===== config.mk =====
export PLATFORM = sky130hd
export DESIGN_NAME = dual_port_bram_fifo_ctrl
export DESIGN_NICKNAME = d
export VERILOG_FILES = /design/src/rtl/dual_port_bram_fifo_ctrl.sv
export SDC_FILE = /design/constraint.sdc
export NUM_CORES = 1
export LEC_CHECK = 0
export BUFFER_PORTS_ARGS = -buffer_cell sky130_fd_sc_hd__clkbuf_2
export CAP_MARGIN = 40
export CORE_MARGIN = 2
export CORE_UTILIZATION = 25
export CTS_CLUSTER_DIAMETER = 100
export CTS_CLUSTER_SIZE = 20
export DETAILED_ROUTE_END_ITERATION = 8
export SYNTH_ARGS = -nofsm -noshare
export SYNTH_HDL_FRONTEND = slang
export SYNTH_SLANG_ARGS = --single-unit

===== constraint.sdc =====
create_clock -name i_CLK -period 4.4 [get_ports i_CLK]
set_input_delay 0.66 -clock i_CLK [delete_from_list [all_inputs] [get_ports i_CLK]]
set_output_delay 0.66 -clock i_CLK [all_outputs]
set_load 0.02 [all_outputs]

===== src/rtl/dual_port_bram_fifo_ctrl.sv =====
// First-word-fall-through FIFO controller mastering an external dual-port BRAM:
// port A writes, port B reads, with a 2-entry output stage hiding read latency.
module dual_port_bram_fifo_ctrl #(
  parameter int p_ADDRESS_WIDTH = 4,
  parameter int p_DATA_WIDTH    = 8
) (
  input  logic                       i_CLK,
  input  logic                       i_RESET_N,
  input  logic                       i_PUSH_VALID,
  output logic                       o_PUSH_READY,
  input  logic [p_DATA_WIDTH-1:0]    i_PUSH_DATA,
  output logic                       o_POP_VALID,
  input  logic                       i_POP_READY,
  output logic [p_DATA_WIDTH-1:0]    o_POP_DATA,
  output logic                       o_WRITE_ENABLE_A,
  output logic [p_ADDRESS_WIDTH-1:0] o_WRITE_ADDRESS_A,
  output logic [p_DATA_WIDTH-1:0]    o_WRITE_DATA_A,
  output logic                       o_READ_ENABLE_B,
  output logic [p_ADDRESS_WIDTH-1:0] o_READ_ADDRESS_B,
  input  logic [p_DATA_WIDTH-1:0]    i_READ_DATA_B,
  output logic [p_ADDRESS_WIDTH+1:0] o_COUNT
);
  localparam int AW = p_ADDRESS_WIDTH;
  localparam int DW = p_DATA_WIDTH;
  localparam logic [AW:0] c_DEPTH = {1'b1, {AW{1'b0}}};

  logic [AW-1:0] r_WPTR, r_RPTR;
  logic [AW:0]   r_MEM_WORDS;
  logic          r_INFLIGHT;
  logic [1:0]    r_OUT_COUNT;
  logic [DW-1:0] r_OUT_DATA0, r_OUT_DATA1;
  logic [AW+1:0] r_COUNT;

  logic          push, pop, issue, pop_valid, push_ready;
  logic [2:0]    occ;
  logic [1:0]    tail;
  logic [AW:0]   mem_nxt;
  logic [1:0]    out_nxt;
  logic [DW-1:0] data0_nxt, data1_nxt;

  assign push_ready = (r_MEM_WORDS < c_DEPTH);
  assign pop_valid  = (r_OUT_COUNT != 2'd0);
  assign push       = i_RESET_N & i_PUSH_VALID & push_ready;
  assign pop        = pop_valid & i_POP_READY;
  // Words in the output stage plus the one in flight, after this cycle's pop;
  // issuing only below 2 guarantees the capture always has a free slot.
  assign occ        = {1'b0, r_OUT_COUNT} + {2'b0, r_INFLIGHT} - {2'b0, pop};
  assign issue      = i_RESET_N & (r_MEM_WORDS != '0) & (occ < 3'd2);

  assign mem_nxt = r_MEM_WORDS + (AW+1)'(push) - (AW+1)'(issue);
  assign out_nxt = r_OUT_COUNT + {1'b0, r_INFLIGHT} - {1'b0, pop};
  assign tail    = r_OUT_COUNT - {1'b0, pop};

  always_comb begin
    data0_nxt = r_OUT_DATA0;
    data1_nxt = r_OUT_DATA1;
    if (pop) data0_nxt = r_OUT_DATA1;
    if (r_INFLIGHT) begin
      if (tail == 2'd0) data0_nxt = i_READ_DATA_B;
      else              data1_nxt = i_READ_DATA_B;
    end
  end

  always_ff @(posedge i_CLK) begin
    if (!i_RESET_N) begin
      r_WPTR      <= '0;
      r_RPTR      <= '0;
      r_MEM_WORDS <= '0;
      r_INFLIGHT  <= 1'b0;
      r_OUT_COUNT <= 2'd0;
      r_OUT_DATA0 <= '0;
      r_OUT_DATA1 <= '0;
      r_COUNT     <= '0;
    end else begin
      if (push)  r_WPTR <= r_WPTR + AW'(1);
      if (issue) r_RPTR <= r_RPTR + AW'(1);
      r_MEM_WORDS <= mem_nxt;
      r_INFLIGHT  <= issue;
      r_OUT_COUNT <= out_nxt;
      r_OUT_DATA0 <= data0_nxt;
      r_OUT_DATA1 <= data1_nxt;
      r_COUNT     <= {1'b0, mem_nxt} + (AW+2)'(issue) + (AW+2)'(out_nxt);
    end
  end

  assign o_PUSH_READY      = push_ready;
  assign o_POP_VALID       = pop_valid;
  assign o_POP_DATA        = pop_valid ? r_OUT_DATA0 : '0;
  assign o_WRITE_ENABLE_A  = push;
  assign o_WRITE_ADDRESS_A = r_WPTR;
  assign o_WRITE_DATA_A    = i_PUSH_DATA;
  assign o_READ_ENABLE_B   = issue;
  assign o_READ_ADDRESS_B  = r_RPTR;
  assign o_COUNT           = r_COUNT;
endmodule


==> flow_metrics.tcl, run 1 <==
set metrics [dict create \
    path_class "register to register" \
    cts_hold_buffers 0 \
    ys.warnings.count 0 \
    ys.flop_type "dfxtp_1" \
    grt_pass1_vias 1324 \
    setup-violations-final 0 \
    cts-htree-levels 2 \
    final_nets 259 \
    clk_pin_slew_worst_paths_ps 80 \
    startpoint_type "register" \
    drtIter0Drc 31 \
    worst-path-max-fanout 5 \
    synthCells 193 \
    yosysTopAreaCellShare 0.3870 \
    period_needed_ps 4003 \
    power.leakage_nw 1.169 \
    setup.worst_path.end_class "register" \
    grtUsageTotal 0.08742 \
    vias_per_cell 4.012 \
    synthTopCellsByCount "dfxtp_1 (38), nor2b_1 (23), mux2i_1 (17)" \
    die_h_um 92.67 \
    overflow 0 \
    routed_wirelength_mm 3.495 \
    via_count 1312 \
    holdCritPathClass "register to register" \
    cts_resized 0 \
    fp-row-count 32 \
    fill_cells 834 \
    synth.distinct_cells 33 \
    die_w_um 92.67 \
    period_share 0.9098 \
    worstMarginPinSlew_ps 705.1 \
    power_mw 1.810 \
    grt_max_degree 22 \
    dp_hpwl_mm 2.554 \
    synth_top_area_cell "dfxtp_1" \
    clock_skew_ps 7.327 \
    antenna_found_initial 0 \
    clk_latency_ps 290 \
    finalMaxSlewViolations 0 \
    synth_seq_cells 38 \
    cts_tree "yes" \
    coreArea_mm2 0.007687 \
    cts_root_buf "clkbuf_8" \
    r2r-start "r_OUT_COUNT[1]" \
    synth.avg_cell_area_um2 10.18 \
    critical_path_arrival_ps 4190 \
    cts_buffers 5 \
    async_reset_ff_frac 0 \
    ios 54 \
    diodes 0 \
    synth_area_mm2 0.001966 \
    crit_start "r_OUT_COUNT[1]" \
    required_ps 4580 \
    power_density_mw_per_mm2 783.9 \
    ys_top_cells_by_area "dfxtp_1 (39%), mux2i_1 (8.7%), nor2b_1 (7.3%)" \
    wl_per_cell_um 10.69 \
    vdd_drop_max_v 0.0001965 \
    post_cts_buffers 0 \
    syn_nets 228 \
    ant_nets 0 \
    grt_first_pass_wirelength_mm 5.892 \
    rsz0062_at_grt "no" \
    tns_ps 0 \
    cts_sinks 38 \
    place_congestion 0.7099 \
    maxCapViolations 0 \
    hold_violations 0 \
    min_from "o_WRITE_ADDRESS_A[1]" \
    relSlewSlack 0.5282 \
    dieArea_mm2 0.008588 \
    area_growth_pct 17.44 \
    firstDrtPassIters 4 \
    initial_core_util 0.2557 \
    max_freq_mhz 249.8 \
    io_buffers 37 \
    outcome "completed" \
    drive_above_1_share 0.2444 \
    synth.most_common_cell "dfxtp_1" \
    max-clock-path-buffers 2 \
    synth_edf_count 0 \
    drc 0 \
    ys_seq_area_frac 0.3870 \
]
[flip-flops by register name, summed over array words and instances (netlist names)]
register and cells:
r_OUT_DATA0 8, r_OUT_DATA1 8, o_COUNT 6, r_MEM_WORDS 5, o_READ_ADDRESS_B 4, o_WRITE_ADDRESS_A 4
r_OUT_COUNT 2, r_INFLIGHT 1
[worst paths after layout]
path	endpoint	slack, ps	cells past startpoint
worst max-delay path	o_COUNT[4]	400	17
worst min-delay path	o_WRITE_ADDRESS_A[1]	500	2
worst max register to register	o_COUNT[4]	400	17
worst min register to register	o_WRITE_ADDRESS_A[1]	500	2
[layout make-up]
cell class | count | area, um^2 | share of cell area
clock buffer | 7 | 76.32 | 0.03306
timing repair buffer | 40 | 207.7 | 0.08997
sequential | 38 | 760.7 | 0.3295
tap | 102 | 127.6 | 0.05528
clock inverter | 1 | 30.03 | 0.01301
inverter | 14 | 52.55 | 0.02276
multi-input combinational | 125 | 1054 | 0.4564
[report_power, final]
group	total [mW]	switching [mW]	leakage [nW]	internal, mW
clock	0.289	0.119	0.0524	0.170
combinational	1.02	0.556	0.806	0.459
sequential	0.505	0.0580	0.311	0.447
[worst max-delay path, stage by stage, from the launching register on]
cell and delay (ps):
dfxtp_1 470, o21ai_2 130, mux2i_4 180, ha_1 170
inv_1 50, fa_2 590, nand2_2 90, a311oi_4 240
ha_1 160, inv_1 40, ha_1 200, fa_1 530
inv_1 70, fa_2 390, nor3b_1 200, mux2_2 180
xnor2_1 50, and2_1 160
[layout by cell type (no fill, tap or decap)]
| cell | count |
|---|---|
| ha_1 | 11 |
| dfxtp_1 | 38 |
| or2_2 | 1 |
| nand4_1 | 2 |
| a21oi_1 | 3 |
| fa_1 | 2 |
| nor2_1 | 3 |
| clkbuf_2 | 37 |
| and3b_1 | 1 |
| xor2_1 | 5 |
| clkbuf_1 | 2 |
| and2_1 | 12 |
| mux2_2 | 1 |
| o21bai_1 | 1 |
| nor2b_1 | 23 |
| fa_2 | 2 |
| mux2i_4 | 1 |
| a311oi_1 | 1 |
| a311oi_4 | 1 |
| nor3_1 | 1 |
| nand2_1 | 12 |
| o21ai_0 | 1 |
| mux2i_1 | 17 |
| nand2_2 | 1 |
| a21o_1 | 1 |
| o21ai_2 | 2 |
| clkbuf_8 | 5 |
| and3_1 | 1 |
| o211a_1 | 8 |
| xnor2_1 | 9 |
| nor3b_1 | 1 |
| buf_4 | 3 |
| inv_1 | 14 |
| bufinv_16 | 1 |
| or3b_1 | 1 |
[logic make-up (layout without fill, tap and decap cells)]
group	count (synthesis)	in the layout	share of synthesized area
xor gates and xnor gates	14	14	0.06238
and+or+nand+nor	59	59	0.1700
muxes	19	19	0.1038
adders and majority gates	15	15	0.1108
DFF	38	38	0.3870
buffers and inverters	30	62	0.08656
AOI/OAI and AO/OA	18	18	0.07957
[per-layer routing]
layer | vias to the layer above | routed length [um] | track usage
met5 | - | 0 | 0
met1 | 607 | 1606 | 0.1006
li1 | 682 | - | -
met3 | 6 | 138 | 0.02522
met4 | 0 | 86 | 0.04412
met2 | 17 | 1663 | 0.1478
[metrics by stage]
stage	area (um^2)	setup slack (ps)	util	instances	hold slack [ps]
floorplan	1984	14.89	-	193	484.9
global placement	2202	208.1	0.2865	319	488.6
detailed placement	2202	92.62	0.2865	319	497.7
CTS	2308	349.5	0.3003	327	509.4
global route	2308	131.8	0.3003	327	526.2
finish	2308	396.8	0.3003	327	500.5
(Power assumes the default switching activity.)
==> run 2: changes to the inputs <==
--- a/config.mk
+++ b/config.mk
@@ -8,10 +8,12 @@
 export BUFFER_PORTS_ARGS = -buffer_cell sky130_fd_sc_hd__clkbuf_2
 export CAP_MARGIN = 40
 export CORE_MARGIN = 2
-export CORE_UTILIZATION = 25
+export CORE_UTILIZATION = 45
 export CTS_CLUSTER_DIAMETER = 100
 export CTS_CLUSTER_SIZE = 20
 export DETAILED_ROUTE_END_ITERATION = 8
+export PLACE_DENSITY = 0.7
+export SLEW_MARGIN = 20
 export SYNTH_ARGS = -nofsm -noshare
 export SYNTH_HDL_FRONTEND = slang
 export SYNTH_SLANG_ARGS = --single-unit
==> constraint.sdc (replaced) <==
create_clock -name i_CLK -period 4.3 [get_ports i_CLK]
set_input_delay 0.645 -clock i_CLK [delete_from_list [all_inputs] [get_ports i_CLK]]
set_output_delay 0.645 -clock i_CLK [all_outputs]
set_load 0.02 [all_outputs]
==> run 2 against run 1 <==
  * Sequential share of layout area increased by 1.0 points
  * Non-clock buffer count is the same
  * Worst hold slack better by 8.9 ps
  * Register-to-register slack got worse by 50 ps
  * Final cell count decreased by 15%
  * Clock power down 15%
  * Core utilization rose by 22 points
  * Total power fell by 0.55%
  * Die area fell by 43%
  * Maximum frequency up 1.3%
  * First-iteration DRC count rose by 6.5%
  * Sequential cell count unchanged
==> flow_metrics.tcl, run 2 (synthesized netlist as in run 1, its figures left out) <==
set metrics [dict create \
    outcome "completed" \
    ant_nets 0 \
    min_from "o_WRITE_ADDRESS_A[1]" \
    via_count 1348 \
    antenna_found_initial 0 \
    dp_hpwl_mm 2.331 \
    netSwitchingFraction 0.4127 \
    setup_ws_ps 347.6 \
    period_needed_ps 3952 \
    post_cts_buffers 0 \
    dp_slack_ps 95.94 \
    diodes 0 \
    fp-row-count 24 \
    layout_common_cells "dfxtp_1 (38), clkbuf_2 (37), nor2b_1 (23), mux2i_1 (17), inv_1 (14)" \
    cts_buffers 5 \
    path_class "register to register" \
    vdd_drop_max_v 0.0002353 \
    power_density_mw_per_mm2 803.5 \
    period_share 0.9192 \
    cts_tree "yes" \
    intPower_mw 1.057 \
    setup-violations-final 0 \
    grt_first_pass_wirelength_mm 5.616 \
    r2r_end "o_COUNT[4]" \
    finalMaxSlewViolations 0 \
    fill_cells 401 \
    clk_pin_slew_worst_paths_ps 70 \
    hold_violations 0 \
    utilization 0.5216 \
    initial_core_util 0.4578 \
    place_congestion 0.7005 \
    dieArea_mm2 0.004913 \
    firstDrtPassIters 2 \
    tns_ps 0 \
    grtUsageTotal 0.1434 \
    ios 54 \
    cts_root_buf "clkbuf_8" \
    pwr-share-clk 0.137 \
    overflow 0 \
    coreArea_mm2 0.004294 \
    worst-path-max-fanout 5 \
    dp.cells 269 \
    final_cell_count_no_fill 277 \
    pwr-share-seq 0.288 \
    vias_per_cell 4.866 \
    power.leakage_nw 1.168 \
    power_mw 1.800 \
    setup.worst_path.end_class "register" \
    io_buffers 37 \
    r2r_slack_ps 350 \
    grt_max_degree 26 \
    power.switching_mw 0.7426 \
    clock_skew_ps 8.947 \
    critical_path_arrival_ps 4130 \
    layout.cells.most_common "dfxtp_1" \
    cts_sinks 38 \
    fin_area_mm2 0.002240 \
    startpoint_type "register" \
    worstMarginPinSlew_ps 589.4 \
    grt_pass1_vias 1261 \
    wl_per_cell_um 11.48 \
    reg2reg_depth 17 \
    post_dp_cell_area_mm2 0.002148 \
    max-clock-path-buffers 2 \
    power_frac_comb 0.575 \
    die_w_um 70.09 \
    min_path_cells 2 \
    area_growth_pct 13.94 \
    drtIter0Drc 33 \
    clk_latency_ps 280 \
    cts-htree-levels 2 \
    drive_above_1_share 0.2533 \
    relSlewSlack 0.6070 \
    whs_ps 509.4 \
    drc 0 \
    min_to "o_WRITE_ADDRESS_A[1]" \
    r2r-start "r_OUT_COUNT[1]" \
    final_nets 259 \
    rsz0062_at_grt "no" \
    holdCritPathClass "register to register" \
    cts_resized 0 \
    routed_wirelength_mm 3.181 \
    cts_hold_buffers 0 \
    max_freq_mhz 253.0 \
    maxCapViolations 0 \
    die_h_um 70.09 \
    required_ps 4470 \
]
## run 2: cell types whose count changed in the layout (fill, tap and decap cells not counted)
cell | before | now
nor3b_2 | 0 | 1
mux2_2 | 1 | 0
clkinv_2 | 0 | 1
bufinv_16 | 1 | 0
clkbuf_1 | 2 | 1
mux2_4 | 0 | 1
clkbuf_8 | 5 | 6
nor3b_1 | 1 | 0
## run 2: worst max-delay path: stages, from the launching register on
cell and delay, ps:
dfxtp_1 460, o21ai_2 130, mux2i_4 190, ha_1 170
inv_1 50, fa_2 590, nand2_2 90, a311oi_4 230
ha_1 270, inv_1 60, ha_1 240, fa_1 400
inv_1 100, fa_2 250, nor3b_2 50, mux2_4 280
xnor2_1 120, and2_1 160
## run 2: power groups by stage
stage | registers [mW] | clock network (mW) | logic, mW
global route | 0.533 | 0.271 | 1.18
CTS | 0.521 | 0.256 | 1.05
floorplan | 0.549 | 0 | 0.834
detailed placement | 0.529 | 0 | 1.05
global placement | 0.528 | 0 | 1.03
finish | 0.518 | 0.247 | 1.03
## run 2: worst max path at each step
stage	slack, ps	start	cells past startpoint	endpoint
2_1_floorplan	-50	i_POP_READY	18	o_COUNT[4]
3_3_place_gp	170	i_POP_READY	18	o_COUNT[4]
3_5_place_dp	100	i_POP_READY	18	o_COUNT[4]
4_1_cts	330	r_OUT_COUNT[1]	17	o_COUNT[4]
5_1_grt	110	r_OUT_COUNT[1]	17	o_COUNT[4]
6_report	350	r_OUT_COUNT[1]	17	o_COUNT[4]
## run 2: cell type report
cell class / instances / area, um^2 / share of cell area
Tap cell: 52 / 65.06 / 0.02905
Inverter: 14 / 52.55 / 0.02346
Sequential cell: 38 / 760.7 / 0.3397
Clock inverter: 1 / 5.005 / 0.002235
Multi-Input combinational cell: 125 / 1062 / 0.4743
Timing Repair Buffer: 40 / 207.7 / 0.09274
Clock buffer: 7 / 86.33 / 0.03855
## run 2: metal layers
| layer | track usage | vias up | wire (um) |
|---|---|---|---|
| met1 | 0.1797 | 634 | 1485 |
| met3 | 0.03608 | 7 | 123 |
| met4 | 0.06197 | 0 | 53 |
| met5 | 0 | - | 0 |
| li1 | - | 686 | - |
| met2 | 0.2339 | 21 | 1518 |
==> run 3: changes to the inputs <==
--- a/config.mk
+++ b/config.mk
@@ -6,9 +6,10 @@
 export NUM_CORES = 1
 export LEC_CHECK = 0
 export BUFFER_PORTS_ARGS = -buffer_cell sky130_fd_sc_hd__clkbuf_2
-export CAP_MARGIN = 40
+export CAP_MARGIN = 20
 export CORE_MARGIN = 2
 export CORE_UTILIZATION = 45
+export CTS_BUF_LIST = sky130_fd_sc_hd__clkbuf_4 sky130_fd_sc_hd__clkbuf_8
 export CTS_CLUSTER_DIAMETER = 100
 export CTS_CLUSTER_SIZE = 20
 export DETAILED_ROUTE_END_ITERATION = 8
==> run 3 against run 2 <==
  * Final cell count is the same
  * Die area unchanged
  * Largest power group unchanged
  * Sequential share of layout area shrank 0.057 points
  * Global-route usage is essentially flat
  * Via count is 0.37% lower
  * Routed wire length decreased by 0.38%
  * Critical endpoint unchanged
  * Highest routed layer unchanged
==> flow_metrics.tcl, run 3 (synthesized netlist as in run 1, its figures left out) <==
set metrics [dict create \
    area_growth_pct 14.13 \
    dp_slack_ps 95.94 \
    vias_per_cell 4.848 \
    outcome "completed" \
    path_class "register to register" \
    grt_first_pass_wirelength_mm 5.616 \
    diodes 0 \
    power_mw 1.807 \
    rsz0062_at_grt "no" \
    die_h_um 70.09 \
    startpoint_type "register" \
    io_buffers 37 \
    power.leakage_nw 1.172 \
    cts_hold_buffers 0 \
    grtUsageTotal 0.1431 \
    cts_buffers 5 \
    min_path_cells 2 \
    critical_path_arrival_ps 4130 \
    initial_core_util 0.4578 \
    grt_max_degree 26 \
    cts-htree-levels 2 \
    die_w_um 70.09 \
    period_needed_ps 3957 \
    finalMaxSlewViolations 0 \
    min_to "o_WRITE_ADDRESS_A[1]" \
    relSlewSlack 0.6048 \
    utilization 0.5224 \
    max-clock-path-buffers 2 \
    dieArea_mm2 0.004913 \
    max_freq_mhz 252.7 \
    wl_per_cell_um 11.44 \
    antenna_found_initial 0 \
    worstMarginPinSlew_ps 590.6 \
    r2r_end "o_COUNT[4]" \
    worst-path-max-fanout 5 \
    r2r-start "r_OUT_COUNT[1]" \
    routed_wirelength_mm 3.169 \
    ant_nets 0 \
    coreArea_mm2 0.004294 \
    fp-row-count 24 \
    layout_common_cells "dfxtp_1 (38), clkbuf_2 (37), nor2b_1 (23), mux2i_1 (17), inv_1 (14)" \
    setup.worst_path.end_class "register" \
    period_share 0.9202 \
    clk_latency_ps 280 \
    layout.cells.most_common "dfxtp_1" \
    holdCritPathClass "register to register" \
    drive_above_1_share 0.2578 \
    r2r_slack_ps 340 \
    drc 0 \
    drtIter0Drc 31 \
    grt_pass1_vias 1258 \
    crit_start "r_OUT_COUNT[1]" \
    cts_root_buf "clkbuf_8" \
    power_density_mw_per_mm2 805.3 \
    reg2reg_depth 17 \
    post_cts_buffers 0 \
    clk_pin_slew_worst_paths_ps 70 \
    ios 54 \
    tns_ps 0 \
    clock_skew_ps 9.031 \
    required_ps 4470 \
    place_congestion 0.7005 \
    final_nets 259 \
    hold_violations 0 \
    cts_resized 0 \
    min_from "o_WRITE_ADDRESS_A[1]" \
    setup_ws_ps 343.1 \
    cts_tree "yes" \
    vdd_drop_max_v 0.0002353 \
    dp_hpwl_mm 2.331 \
    maxCapViolations 0 \
    setup-violations-final 0 \
    overflow 0 \
    cts_sinks 38 \
    firstDrtPassIters 2 \
    via_count 1343 \
]
-- run 3: critical path, stage by stage, from the launching register on --
cell and delay [ps]:
dfxtp_1 460, o21ai_2 130, mux2i_4 190, ha_1 170, inv_1 50, fa_2 590
nand2_2 90, a311oi_4 230, ha_1 270, inv_1 60, ha_1 240, fa_1 400
inv_1 100, fa_2 250, nor3b_2 50, mux2_4 280, xnor2_1 120, and2_1 160
-- run 3: per-layer routing --
layer	track usage	vias up	share of wire
li1	-	686	-
met5	0	-	0
met4	0.06197	0	0.017
met3	0.03608	7	0.035
met1	0.1788	632	0.47
met2	0.2339	18	0.48
-- run 3: final cells by class --
class | count | area, um^2
tap | 52 | 65.06
sequential | 38 | 760.7
clock inverter | 1 | 5.005
multi-input combinational | 125 | 1062
fill | 398 | 2051
timing repair buffer | 40 | 207.7
inverter | 14 | 52.55
clock buffer | 7 | 90.09
-- run 3: report_power, final --
group | switching (mW) | internal, mW
clock | 0.118 | 0.136
combinational | 0.565 | 0.470
sequential | 0.0607 | 0.458
total | 0.743 | 1.06
-- run 3: worst max-delay path by stage --
stage	endpoint	slack, ps
finish	o_COUNT[4]	340
global route	o_COUNT[4]	110
CTS	o_COUNT[4]	330
detailed placement	o_COUNT[4]	100
global placement	o_COUNT[4]	170
floorplan	o_COUNT[4]	-50
-- run 3: through the flow --
stage	std cells	hold WS, ps	area, um^2
after global placement	269	488.6	2148
final	277	509.4	2243
after floorplan	193	484.9	1993
after detailed placement	269	494.5	2148
after CTS	277	506.6	2243
after global routing	277	539.4	2243
